## config.mk

```make
export PLATFORM = sky130hd
export DESIGN_NAME = capture_write_scheduler
export DESIGN_NICKNAME = d
export VERILOG_FILES = /design/src/rtl/capture_pkg.sv /design/src/rtl/outstanding_tracker.sv /design/src/rtl/capture_write_scheduler.sv
export SDC_FILE = /design/constraint.sdc
export NUM_CORES = 1
export LEC_CHECK = 0
export BUFFER_PORTS_ARGS = -buffer_cell sky130_fd_sc_hd__buf_2
export CAP_MARGIN = 5
export CORE_MARGIN = 3
export CORE_UTILIZATION = 47
export CTS_CLUSTER_SIZE = 16
export DETAILED_ROUTE_END_ITERATION = 10
export PLACE_DENSITY = 0.69
export SLEW_MARGIN = 10
export SYNTH_ARGS = -nofsm -noshare
export SYNTH_HDL_FRONTEND = slang
export SYNTH_HIERARCHICAL = 1
export SYNTH_SLANG_ARGS = --single-unit
```

## constraint.sdc

```tcl
create_clock -name clk -period 3.25 [get_ports clk]
set_clock_uncertainty 0.15 [all_clocks]
set_input_delay 0.4875 -clock clk [delete_from_list [all_inputs] [get_ports clk]]
set_output_delay 0.4875 -clock clk [all_outputs]
set_load 0.02 [all_outputs]
```

## src/rtl/capture_pkg.sv

```systemverilog
// Shared definitions for the capture write scheduler: S2MM command field
// layout, status bit positions and the scheduler state encoding.
package capture_pkg;

   // S2MM command word field positions
   localparam int CMD_W        = 72;
   localparam int CMD_BTT_LSB  = 0;
   localparam int CMD_BTT_W    = 23;
   localparam int CMD_TYPE_BIT = 23;
   localparam int CMD_DSA_LSB  = 24;
   localparam int CMD_DSA_W    = 6;
   localparam int CMD_EOF_BIT  = 30;
   localparam int CMD_DRR_BIT  = 31;
   localparam int CMD_ADDR_LSB = 32;
   localparam int CMD_ADDR_W   = 32;
   localparam int CMD_TAG_LSB  = 64;
   localparam int CMD_TAG_W    = 4;
   localparam int CMD_RSVD_LSB = 68;
   localparam int CMD_RSVD_W   = 4;

   localparam logic CMD_TYPE_INCR = 1'b1;
   localparam logic CMD_EOF       = 1'b1;

   // Status word positions
   localparam int STATUS_OKAY_BIT = 7;
   localparam int STATUS_TAG_LSB  = 0;
   localparam int STATUS_TAG_W    = 4;

   typedef enum logic [2:0] {
      ST_IDLE  = 3'd0,
      ST_ARMED = 3'd1,
      ST_ISSUE = 3'd2,
      ST_DRAIN = 3'd3,
      ST_DONE  = 3'd4
   } state_t;

   // Assemble one line command; the DSA, DRR and reserved fields stay zero.
   function automatic logic [CMD_W-1:0] build_cmd(
      input logic [CMD_BTT_W-1:0]  btt,
      input logic [CMD_ADDR_W-1:0] addr,
      input logic [CMD_TAG_W-1:0]  tag
   );
      logic [CMD_W-1:0] cmd;
      cmd = '0;
      cmd[CMD_BTT_LSB +: CMD_BTT_W]   = btt;
      cmd[CMD_TYPE_BIT]               = CMD_TYPE_INCR;
      cmd[CMD_EOF_BIT]                = CMD_EOF;
      cmd[CMD_ADDR_LSB +: CMD_ADDR_W] = addr;
      cmd[CMD_TAG_LSB +: CMD_TAG_W]   = tag;
      return cmd;
   endfunction

endpackage

```

## src/rtl/outstanding_tracker.sv

```systemverilog
// Counts accepted-but-unacknowledged commands and checks each returning
// status against the next expected tag (statuses come back in order).
module outstanding_tracker
   import capture_pkg::*;
#(
   parameter int MAX_OUTSTANDING = 4
)(
   input  logic       clk,
   input  logic       resetN,
   input  logic       clear_tag,
   input  logic       accept,
   input  logic       status_valid,
   input  logic [7:0] status_data,
   output logic       full,
   output logic       empty,
   output logic       will_empty,
   output logic       status_bad
);

   localparam logic [3:0] MAX_CNT = 4'(MAX_OUTSTANDING);

   logic [3:0] count;
   logic [3:0] count_next;
   logic [3:0] exp_tag;
   logic       counted;
   logic       unused_status_bits;

   assign unused_status_bits = &{1'b0, status_data[6:4]};

   // A status only counts while something is outstanding; stale ones are dropped silently.
   always_comb begin
      counted    = status_valid && (count != 4'd0);
      status_bad = counted &&
                   (!status_data[STATUS_OKAY_BIT] ||
                    (status_data[STATUS_TAG_LSB +: STATUS_TAG_W] != exp_tag));
      count_next = count;
      if (accept && !counted) begin
         count_next = count + 4'd1;
      end else if (!accept && counted) begin
         count_next = count - 4'd1;
      end
   end

   assign full       = (count >= MAX_CNT);
   assign empty      = (count == 4'd0);
   assign will_empty = (count_next == 4'd0);

   // Outstanding count and expected tag; the tag restarts with every frame.
   always_ff @(posedge clk) begin
      if (!resetN) begin
         count   <= 4'd0;
         exp_tag <= 4'd0;
      end else begin
         count <= count_next;
         if (clear_tag) begin
            exp_tag <= 4'd0;
         end else if (counted) begin
            exp_tag <= exp_tag + 4'd1;
         end
      end
   end

endmodule

```

## src/rtl/capture_write_scheduler.sv

```systemverilog
// Issues one S2MM write command per captured line, tracks outstanding
// commands against returned statuses and rotates through a ring of frame
// buffers, reporting each finished frame downstream.
module capture_write_scheduler
   import capture_pkg::*;
#(
   parameter int          LINES           = 480,
   parameter int          LINE_BYTES      = 640,
   parameter int          NUM_BUFFERS     = 3,
   parameter logic [31:0] BASE_ADDR       = 32'h1000_0000,
   parameter logic [31:0] FRAME_STRIDE    = 32'h0004_B000,
   parameter int          MAX_OUTSTANDING = 4
)(
   input  logic        clk,
   input  logic        resetN,
   input  logic        enable,
   input  logic        frameStart,
   input  logic        lineStart,
   output logic [71:0] commandData,
   output logic        commandPulse,
   input  logic        receiverCommandReady,
   input  logic [7:0]  statusData,
   input  logic        statusValid,
   output logic        statusReady,
   output logic        frameDone,
   output logic        frameError,
   output logic [3:0]  doneBuffer,
   output logic        busy,
   output logic        errorFlag,
   output logic [15:0] dropCount
);

   localparam int LIDX_W = ($clog2(LINES + 1) > 4) ? $clog2(LINES + 1) : 4;
   localparam logic [LIDX_W-1:0]    LAST_LINE = LIDX_W'(LINES - 1);
   localparam logic [3:0]           LAST_BUF  = 4'(NUM_BUFFERS - 1);
   localparam logic [CMD_BTT_W-1:0] BTT       = CMD_BTT_W'(LINE_BYTES);
   localparam logic [31:0]          LINE_STEP = 32'(LINE_BYTES);

   state_t            state;
   logic [31:0]       line_addr;
   logic [31:0]       buf_base;
   logic [LIDX_W-1:0] line_idx;
   logic [3:0]        buf_idx;
   logic              frame_err;

   logic accept;
   logic status_fire;
   logic clear_tag;
   logic full;
   logic empty;
   logic will_empty;
   logic status_bad;

   assign accept      = commandPulse & receiverCommandReady;
   assign status_fire = statusValid & statusReady;
   assign clear_tag   = (state == ST_IDLE) && frameStart && enable;

   outstanding_tracker #(
      .MAX_OUTSTANDING (MAX_OUTSTANDING)
   ) u_tracker (
      .clk          (clk),
      .resetN       (resetN),
      .clear_tag    (clear_tag),
      .accept       (accept),
      .status_valid (status_fire),
      .status_data  (statusData),
      .full         (full),
      .empty        (empty),
      .will_empty   (will_empty),
      .status_bad   (status_bad)
   );

   // Frame sequencing FSM with all outputs registered.
   always_ff @(posedge clk) begin
      if (!resetN) begin
         state        <= ST_IDLE;
         line_addr    <= 32'd0;
         buf_base     <= BASE_ADDR;
         line_idx     <= '0;
         buf_idx      <= 4'd0;
         frame_err    <= 1'b0;
         commandData  <= '0;
         commandPulse <= 1'b0;
         statusReady  <= 1'b0;
         frameDone    <= 1'b0;
         frameError   <= 1'b0;
         doneBuffer   <= 4'd0;
         busy         <= 1'b0;
         errorFlag    <= 1'b0;
         dropCount    <= 16'd0;
      end else begin
         statusReady <= 1'b1;
         if (status_bad) begin
            frame_err <= 1'b1;
            errorFlag <= 1'b1;
         end

         case (state)
            ST_IDLE: begin
               if (frameStart && enable) begin
                  line_addr <= buf_base;
                  line_idx  <= '0;
                  frame_err <= 1'b0;
                  busy      <= 1'b1;
                  state     <= ST_ARMED;
               end
            end

            ST_ARMED: begin
               if (lineStart) begin
                  if (!full) begin
                     commandData  <= build_cmd(BTT, line_addr, line_idx[3:0]);
                     commandPulse <= 1'b1;
                     state        <= ST_ISSUE;
                  end else begin
                     if (dropCount != 16'hFFFF) begin
                        dropCount <= dropCount + 16'd1;
                     end
                     errorFlag <= 1'b1;
                  end
               end
            end

            ST_ISSUE: begin
               if (lineStart && (dropCount != 16'hFFFF)) begin
                  dropCount <= dropCount + 16'd1;
               end
               if (receiverCommandReady) begin
                  commandPulse <= 1'b0;
                  line_addr    <= line_addr + LINE_STEP;
                  line_idx     <= line_idx + 1'b1;
                  state        <= (line_idx == LAST_LINE) ? ST_DRAIN : ST_ARMED;
               end
            end

            ST_DRAIN: begin
               // Leave as soon as the final status lands so frameDone follows it by one cycle.
               if (empty || will_empty) begin
                  frameDone  <= 1'b1;
                  frameError <= frame_err | status_bad;
                  doneBuffer <= buf_idx;
                  state      <= ST_DONE;
               end
            end

            ST_DONE: begin
               frameDone  <= 1'b0;
               frameError <= 1'b0;
               doneBuffer <= 4'd0;
               if (buf_idx == LAST_BUF) begin
                  buf_idx  <= 4'd0;
                  buf_base <= BASE_ADDR;
               end else begin
                  buf_idx  <= buf_idx + 4'd1;
                  buf_base <= buf_base + FRAME_STRIDE;
               end
               busy  <= 1'b0;
               state <= ST_IDLE;
            end

            default: begin
               state <= ST_IDLE;
            end
         endcase
      end
   end

endmodule

```

=== Word-level counts from Yosys, hierarchy flattened ===
Index checks and enable logic that the tools add are counted.

* Logic and storage cells: 118
* Bits in registers: 155
* Output and inout port bits: 98
* Input port bits: 15

* Eq/ne operators: 16
* Reductions and logical operators: 29
* Bitwise gates (word level): 5
* Add/subtract/negate cells: 8
* Magnitude comparators: 1
* Mux-type cells: 42

{| class="wikitable"
|+ Operators by type and width
! kind !! number
|-
| $mux W32 || 3
|-
| $mux W16 || 4
|-
| $pmux W32 S2 || 1
|-
| $add A32 B10 Y32 const B || 1
|-
| $add A32 B19 Y32 const B || 1
|-
| $pmux W16 S2 || 1
|-
| $mux W9 || 2
|-
| $pmux W9 S2 || 1
|-
| $add A16 B1 Y16 const B || 1
|-
| $mux W4 || 4
|-
| $ne A16 B16 Y1 const B || 1
|-
| $mux W3 || 5
|-
| $mux W1 || 14
|-
| $ne A2 B2 Y1 const B || 7
|-
| $add A4 B1 Y4 const B || 3
|-
| $pmux W3 S4 || 1
|-
| $reduce_and A5 Y1 || 2
|-
| $add A9 B1 Y9 const B || 1
|-
| $eq A9 B9 Y1 const B || 1
|-
| $logic_and A1 B1 Y1 || 8
|-
| $logic_not A4 Y1 || 2
|-
| $pmux W1 S2 || 4
|-
| $pmux W4 S2 || 1
|-
| $reduce_bool A2 Y1 || 4
|-
| 20 further kinds || 28
|}

=== Longest topological paths before layout ===
Gate-level depths: netlist of run 1.

* Word-level depth: 9
* Mapped depth: 11

=== Hierarchy ===
The synthesis of run 1 kept the hierarchy.

{| class="wikitable"
|+ By module, submodules not included
! module !! area each (um^2) !! instances !! cells an instance !! sequential area each (um^2)
|-
| capture_write_scheduler || 5780.5 || 1 || 706 || 2402.3
|-
| outstanding_tracker || 611.8 || 1 || 70 || 160.2
|}

=== Least setup slack after synthesis of run 1 ===
No wires, ideal clock.

* Kind: register -> register
* From: register u_tracker.count[0]
* To: register doneBuffer[0]
* Data arrival time: 2.618 ns
* Setup slack: 0.361 ns
* Stages on the path, launching flop included: 12
* Path through: dfxtp_1 > inv_1 > ha_1 > or3b_1 > buf_6 > nand2_8 > a311oi_4 > a2111oi_2 > nor2_1 > nor4_2 > mux2i_1 > nor2_1

* Word-level cells in the longest chain between the ends: 9

{| class="wikitable"
|+ RTL lines
! element !! line !! RTL
|-
| from (decl) || outstanding_tracker.sv:22 || <nowiki>logic [3:0] count;</nowiki>
|-
| from (signal assigned) || outstanding_tracker.sv:54 || <nowiki>count <= count_next;</nowiki>
|-
| parallel branches: the longest is 4 deep, another holds $sub A4 B1 Y4 || -- ||
|-
| $mux W4 * || outstanding_tracker.sv:37 || <nowiki>if (accept && !counted) begin</nowiki>
|-
| $logic_not A4 Y1 * || outstanding_tracker.sv:46 || <nowiki>assign will_empty = (count_next == 4'd0);</nowiki>
|-
| via will_empty || capture_write_scheduler.sv:51 || <nowiki>logic will_empty;</nowiki>
|-
| $logic_or A1 B1 Y1 * || capture_write_scheduler.sv:138 || <nowiki>if (empty || will_empty) begin</nowiki>
|-
| $ne A2 B2 Y1 (no line) * || -- ||
|-
| $reduce_and A2 Y1 (no line) * || -- ||
|-
| to (signal assigned) || capture_write_scheduler.sv:141 || <nowiki>doneBuffer <= buf_idx;</nowiki>
|-
| to (decl) || capture_write_scheduler.sv:27 || <nowiki>output logic [3:0] doneBuffer,</nowiki>
|}

Mark *: on every way through the listed nets, which the timed path passes.
A chain may end at the register's enable or synchronous reset.

=== Final worst setup path of run 1 ===
* From: register u_tracker.count[0]
* To: register doneBuffer[1]

The elaborated chain is that of the path after synthesis.

==> results of run 1 <==
==> state kept, by name, indices dropped and copies added, names as in the netlist, 4 cells and up <==
signal,flops
u_tracker/count,4
line_idx,9
buf_base,20
dropCount,16
line_addr,26
buf_idx,4
commandData,31
doneBuffer,4
u_tracker/exp_tag,4
==> power by group <==
part / total, mW / leakage, nW / switching [mW] / internal (mW)
Clock: 2.24 / 0.343 / 0.677 / 1.56
Sequential: 1.63 / 1.03 / 0.0319 / 1.59
Combinational: 0.279 / 1.60 / 0.194 / 0.0847
Total: 4.15 / 2.98 / 0.903 / 3.24
==> worst register-to-register path, cell delays in order, from the launching register on <==
cell       delay [ps]
dfxtp_1           380
inv_1             170
ha_1              250
or3b_1            510
nand2_8           160
a311oi_4           40
a2111oi_2         390
nor2_1            130
nor4_2            160
buf_4             220
mux2i_1           210
nor2_1             60
==> cell families (layout without fill, tap and decap cells) <==
group / after synthesis / count (layout) / share of synthesized area [%]
AND/OR/NAND/NOR: 321 / 321 / 25.19
flip-flops: 128 / 128 / 40.09
XOR/XNOR: 43 / 43 / 5.892
buffers and inverters: 101 / 139 / 8.671
adder cells (fa/ha/maj): 7 / 7 / 1.370
multiplexers: 10 / 10 / 1.566
AO/OA/AOI/OAI: 165 / 165 / 17.17
other: 1 / 32 / 0.05866
==> layer usage <==
metal	track usage (%)	vias up	wire length [microns]	share of wire (%)
li1	-	2774	-	-
met1	26.80	2679	7066	47
met2	32.84	132	7044	47
met3	4.562	12	747	5.0
met4	7.488	0	179	1.2
met5	0	-	0	0
==> through the flow <==
step	cells	total power [mW]	setup slack [ps]	util (%)
2_1_floorplan	807	1.905	361.1	-
4_1_cts	1017	4.178	268.2	57.24
6_report	1017	4.146	297.4	57.24
3_5_place_dp	985	1.934	322.0	51.78
3_3_place_gp	985	1.926	408.3	51.78
5_1_grt	1017	4.281	61.46	57.24
==> area by class of cell <==
type / instances / area (sq um) / area share, %
Timing Repair Buffer: 89 / 475.5 / 6.401
Tap cell: 172 / 215.2 / 2.897
Multi-Input combinational cell: 578 / 3400 / 45.76
Clock buffer: 24 / 511.7 / 6.889
Inverter: 18 / 67.56 / 0.9096
Sequential cell: 128 / 2562 / 34.50
Clock inverter: 8 / 196.4 / 2.644
==> cell usage in the layout, fill, tap and decap left out, types with 7 or more instances in the layout <==
cell type | Yosys | routed
o211ai_1 | 9 | 9
and2_1 | 8 | 8
o31ai_1 | 7 | 7
and3_1 | 12 | 12
clkbuf_16 | 0 | 17
nor2_1 | 91 | 91
nor3_1 | 14 | 14
o21ai_0 | 25 | 25
inv_1 | 17 | 17
xnor2_1 | 20 | 20
mux2i_1 | 10 | 10
conb_1 | 1 | 32
nand2b_1 | 7 | 7
buf_2 | 11 | 77
buf_4 | 41 | 12
nand2_1 | 95 | 95
xor2_1 | 23 | 23
dfxtp_1 | 128 | 128
a211oi_1 | 10 | 10
or4_1 | 7 | 7
a31oi_1 | 8 | 8
nand4_1 | 16 | 16
a21oi_1 | 57 | 57
ha_1 | 7 | 7
nand3_1 | 27 | 27
==> worst paths after layout <==
kind | startpoint | endpoint | slack [ps] | cells after the start
worst min-delay path | commandData[64] | commandData[64] | 300 | 2
worst min register to register | commandData[64] | commandData[64] | 300 | 2
worst max register to register | u_tracker/count[0] | doneBuffer[1] | 300 | 11
worst max-delay path | u_tracker/count[0] | doneBuffer[1] | 300 | 11
==> impl_metrics.ini, run 1 <==
[status]
status = finished, final reports clean

[sta]
relSlewSlack_pct = 28.17
final-setup-viol-count = 0
rsz0062_at_grt = false
finalHoldWorstSlack_ps = 300.7
tightest_slew_ps = 1075
period_minus_slack_ps = 2953
drv_slew = 0
finalHoldViolCount = 0
timing.fmax_ghz = 0.3387
fin_crit_sh_pct = 90.85
tns_ps = 0

[final_layout]
fill_cells = 1183
area_growth_pct = 16.21
nets = 854
fin_area_sq_um = 7428
insertedDiodeCount = 0
layout-drive-gt1-share_pct = 16.69

[power_and_ir_drop]
peakVddDrop_mv = 0.3935
leakage_nw = 2.979
power_per_cell_area_nw_per_um2 = 558.1

[logic_synthesis]
synth_cell_types = 69
syn_avg_cell_area_sq_um = 8.238
synth_top_area_share_pct = 40.09
ys.flop_type = dfxtp_1
yosys_register_bits = 128
syn_inst = 776
ys_seq_area_share_pct = 40.09
synth.area.top_cells = dfxtp_1 40%, nand2_1 5.6%, nor2_1 5.3%
syn_area_sq_um = 6392
async_flop_share_pct = 0
synth_edf_count = 0
synthTopCellsByCount = 128 x dfxtp_1, 95 x nand2_1, 91 x nor2_1
yosysMostFrequentCell = dfxtp_1
ys_warn_count = 6
yosysTopAreaCell = dfxtp_1

[cts]
cts_buffers = 17
clockBufferDepth = 2
htree_levels = 4
cts_setup_buffers = 0
clkLatencyLatePin_ps = 410
cts_hold_buffers = 0
cts_root_buf = clkbuf_16
post_cts_resize_count = 0
clk_pin_slew_ps = 60
cts_tree = done
cts.sinks = 128

[drt]
ant_nets = 0
drt_iter0_drc = 376
via_per_inst = 5.503
route.detailed.drc = 0
wl_per_cell_microns = 14.79
first_pass_iters = 5
vias = 5597
totalWireLength_mm = 15.04

[die]
io_pins = 113
fp.coreArea_sq_um = 12980
fp.dieH_microns = 122.6
row_count = 41
dieArea_sq_um = 15040
initial_core_util_pct = 49.25
fp.dieW_microns = 122.6

[worst_setup_path]
worst_ep_arrival_time_ps = 3090
crit_family = simple AND/OR/NAND/NOR gates
required_ps = 3390
cp_max_fo = 8
start_kind = flop
endpoint_kind = flop
slowest_stage = or3b_1
critical_path_class = reg -> reg
path_buf_inv = 2
cpMostUsedCell = nor2_1
slowest_delay_ps = 510
path_cells = inv_1, ha_1, or3b_1, nand2_8, a311oi_4, a2111oi_2, nor2_1, nor4_2, buf_4, mux2i_1, nor2_1

[grt]
track_usage_pct = 20.37
grt_pass1_vias = 4991
antenna_found_initial = 0
grt_max_degree = 57
grt_first_pass_wirelength_mm = 24.41
grt_overflow = 0

[place]
io_buffers = 77
dpl_cell_area_sq_um = 6720
dp_hpwl_mm = 10.35
gp_congestion = 0.8931

[worst_hold_path]
hp-class = reg -> reg

[job]
drv_cap = 0
Note: power is estimated with default switching activity, not from simulation.
==> run 2, diff against run 1 <==
--- a/config.mk
+++ b/config.mk
@@ -7,9 +7,11 @@
 export LEC_CHECK = 0
 export BUFFER_PORTS_ARGS = -buffer_cell sky130_fd_sc_hd__buf_2
 export CAP_MARGIN = 5
+export CORE_ASPECT_RATIO = 1.25
 export CORE_MARGIN = 3
 export CORE_UTILIZATION = 47
-export CTS_CLUSTER_SIZE = 16
+export CTS_BUF_LIST = sky130_fd_sc_hd__clkbuf_2 sky130_fd_sc_hd__clkbuf_4 sky130_fd_sc_hd__clkbuf_8
+export CTS_CLUSTER_SIZE = 24
 export DETAILED_ROUTE_END_ITERATION = 10
 export PLACE_DENSITY = 0.69
 export SLEW_MARGIN = 10
==> run 2 against run 1 <==
  * Critical path depth unchanged
  * First-iteration DRC count up 12%
  * Sequential cell count unchanged
  * Setup slack better by 69 ps
  * Total power down 20%
  * Clock power down 36%
  * Clock-buffer cell count down 7
  * Via count down 2.4%
  * Largest cell class unchanged
  * Register-to-register slack better by 70 ps
  * Sequential share of layout area up 1.3 points
  * Core utilization down 3.4 points
==> impl_metrics.ini, run 2 (synthesis gave the netlist of run 1 again) <==
[place]
gp_congestion = 0.7919
dpl_cell_area_sq_um = 6741
dp_hpwl_mm = 10.00
io_buffers = 77

[grt]
antenna_found_initial = 0
grt_overflow = 0
grt_pass1_vias = 4844
grt_max_degree = 55
grt_first_pass_wirelength_mm = 23.78
track_usage_pct = 19.84

[final_layout]
largest_reg_flops = 31
insertedDiodeCount = 0
fill_cells = 1279
seq_area_sq_um = 2562
reg.largest.list = commandData: 31 flops, line_addr: 26 flops, buf_base: 20 flops
layout_common_cells = 128 x dfxtp_1, 95 x nand2_1, 91 x nor2_1
regMostFlops = commandData
multi_input_area_sq_um = 3400
fin_area_sq_um = 7161
nets = 857
area_growth_pct = 12.02
final_common_cell = dfxtp_1
layout-drive-gt1-share_pct = 17.10

[cts]
cts_root_buf = clkbuf_8
post_cts_resize_count = 0
htree_levels = 4
cts_hold_buffers = 0
cts.sinks = 128
clk_pin_slew_ps = 80
cts_tree = done
cts_buffers = 17
cts_setup_buffers = 0
clockBufferDepth = 2
clkLatencyLatePin_ps = 440

[drt]
via_per_inst = 5.362
drt_iter0_drc = 421
wl_per_cell_microns = 14.08
first_pass_iters = 5
ant_nets = 0
route.detailed.drc = 0
totalWireLength_mm = 14.35
vias = 5464

[job]
drv_cap = 0

[power_and_ir_drop]
leakage_nw = 2.845
peakVddDrop_mv = 0.2027
power_per_cell_area_nw_per_um2 = 465.6

[sta]
final-setup-viol-count = 0
relSlewSlack_pct = 29.95
tns_ps = 0
tightest_slew_ps = 1049
period_minus_slack_ps = 2884
drv_slew = 0
fin_crit_sh_pct = 88.73
finalHoldViolCount = 0
timing.fmax_ghz = 0.3468
rsz0062_at_grt = false

[worst_setup_path]
worstReg2RegStart = u_tracker/count[0]
start_kind = flop
cp_max_fo = 8
r2r_cells = 11
r2r_slack_ps = 370
required_ps = 3420
rr_endpoint = doneBuffer[0]
critical_path_class = reg -> reg
worst_ep_arrival_time_ps = 3060
endpoint_kind = flop

[worst_hold_path]
holdPathStages = 1
hp-class = in -> reg
hold_path_startpoint = resetN
worstHoldEndpoint = statusReady

[status]
status = finished, final reports clean

[die]
dieArea_sq_um = 15050
io_pins = 113
fp.dieH_microns = 136.4
fp.coreArea_sq_um = 13290
row_count = 47
fp.dieW_microns = 110.3
initial_core_util_pct = 48.10
-- run 2: cell count changes in the layout (fill, tap and decap cells not counted) --
cell and change:
inv_6 +3, bufinv_16 -3, clkinv_4 +2, clkbuf_16 -17
buf_4 +3, clkinvlp_4 +4, clkinv_2 +1, clkbuf_8 +11
clkbuf_1 -1
-- run 2: worst max-delay path by stage --
stage | start | endpoint | slack [ps] | cells past startpoint
finish | u_tracker/count[0] | doneBuffer[0] | 370 | 11
detailed placement | u_tracker/count[0] | doneBuffer[0] | 370 | 11
global placement | u_tracker/count[0] | doneBuffer[2] | 390 | 11
floorplan | u_tracker/count[0] | doneBuffer[0] | 360 | 11
global route | u_tracker/count[0] | doneBuffer[3] | 120 | 11
CTS | u_tracker/count[0] | doneBuffer[0] | 340 | 11
-- run 2: critical path, cell delays in order (launching register included) --
cell and delay (ps):
dfxtp_1 380, inv_1 160, ha_1 250, or3b_1 510, nand2_8 160, a311oi_4 40, a2111oi_2 400, nor2_1 120
nor4_2 140, buf_4 200, mux2i_1 190, nor2_1 50
-- run 2: through the flow --
stage | power (mW) | instances | hold slack (ps) | setup slack, ps | utilization, %
after floorplan | 1.905 | 807 | 271.9 | 361.1 | -
after global placement | 1.935 | 987 | 292.7 | 392.3 | 50.72
after detailed placement | 1.938 | 987 | 293.0 | 367.0 | 50.72
after CTS | 3.372 | 1019 | 262.4 | 344.3 | 53.88
after global routing | 3.491 | 1019 | 273.1 | 124.0 | 53.88
final | 3.334 | 1019 | 279.2 | 366.2 | 53.88
-- run 2: area by class of cell --
class,instances,area share (%)
tap,171,2.988
multi-input combinational,578,47.48
timing repair buffer,92,6.954
clock buffer,17,3.268
sequential,128,35.79
clock inverter,15,2.586
inverter,18,0.9436
-- run 2: where the power goes --
part	total, mW	internal [mW]	switching [mW]
clock	1.43	0.765	0.666
combinational	0.280	0.0868	0.194
sequential	1.62	1.59	0.0313
-- run 2: metal layers --
layer	share of wire, %	GRT usage [%]
met5	0	0
met4	1.7	6.982
met3	5.4	4.038
met2	47	31.88
met1	46	26.32
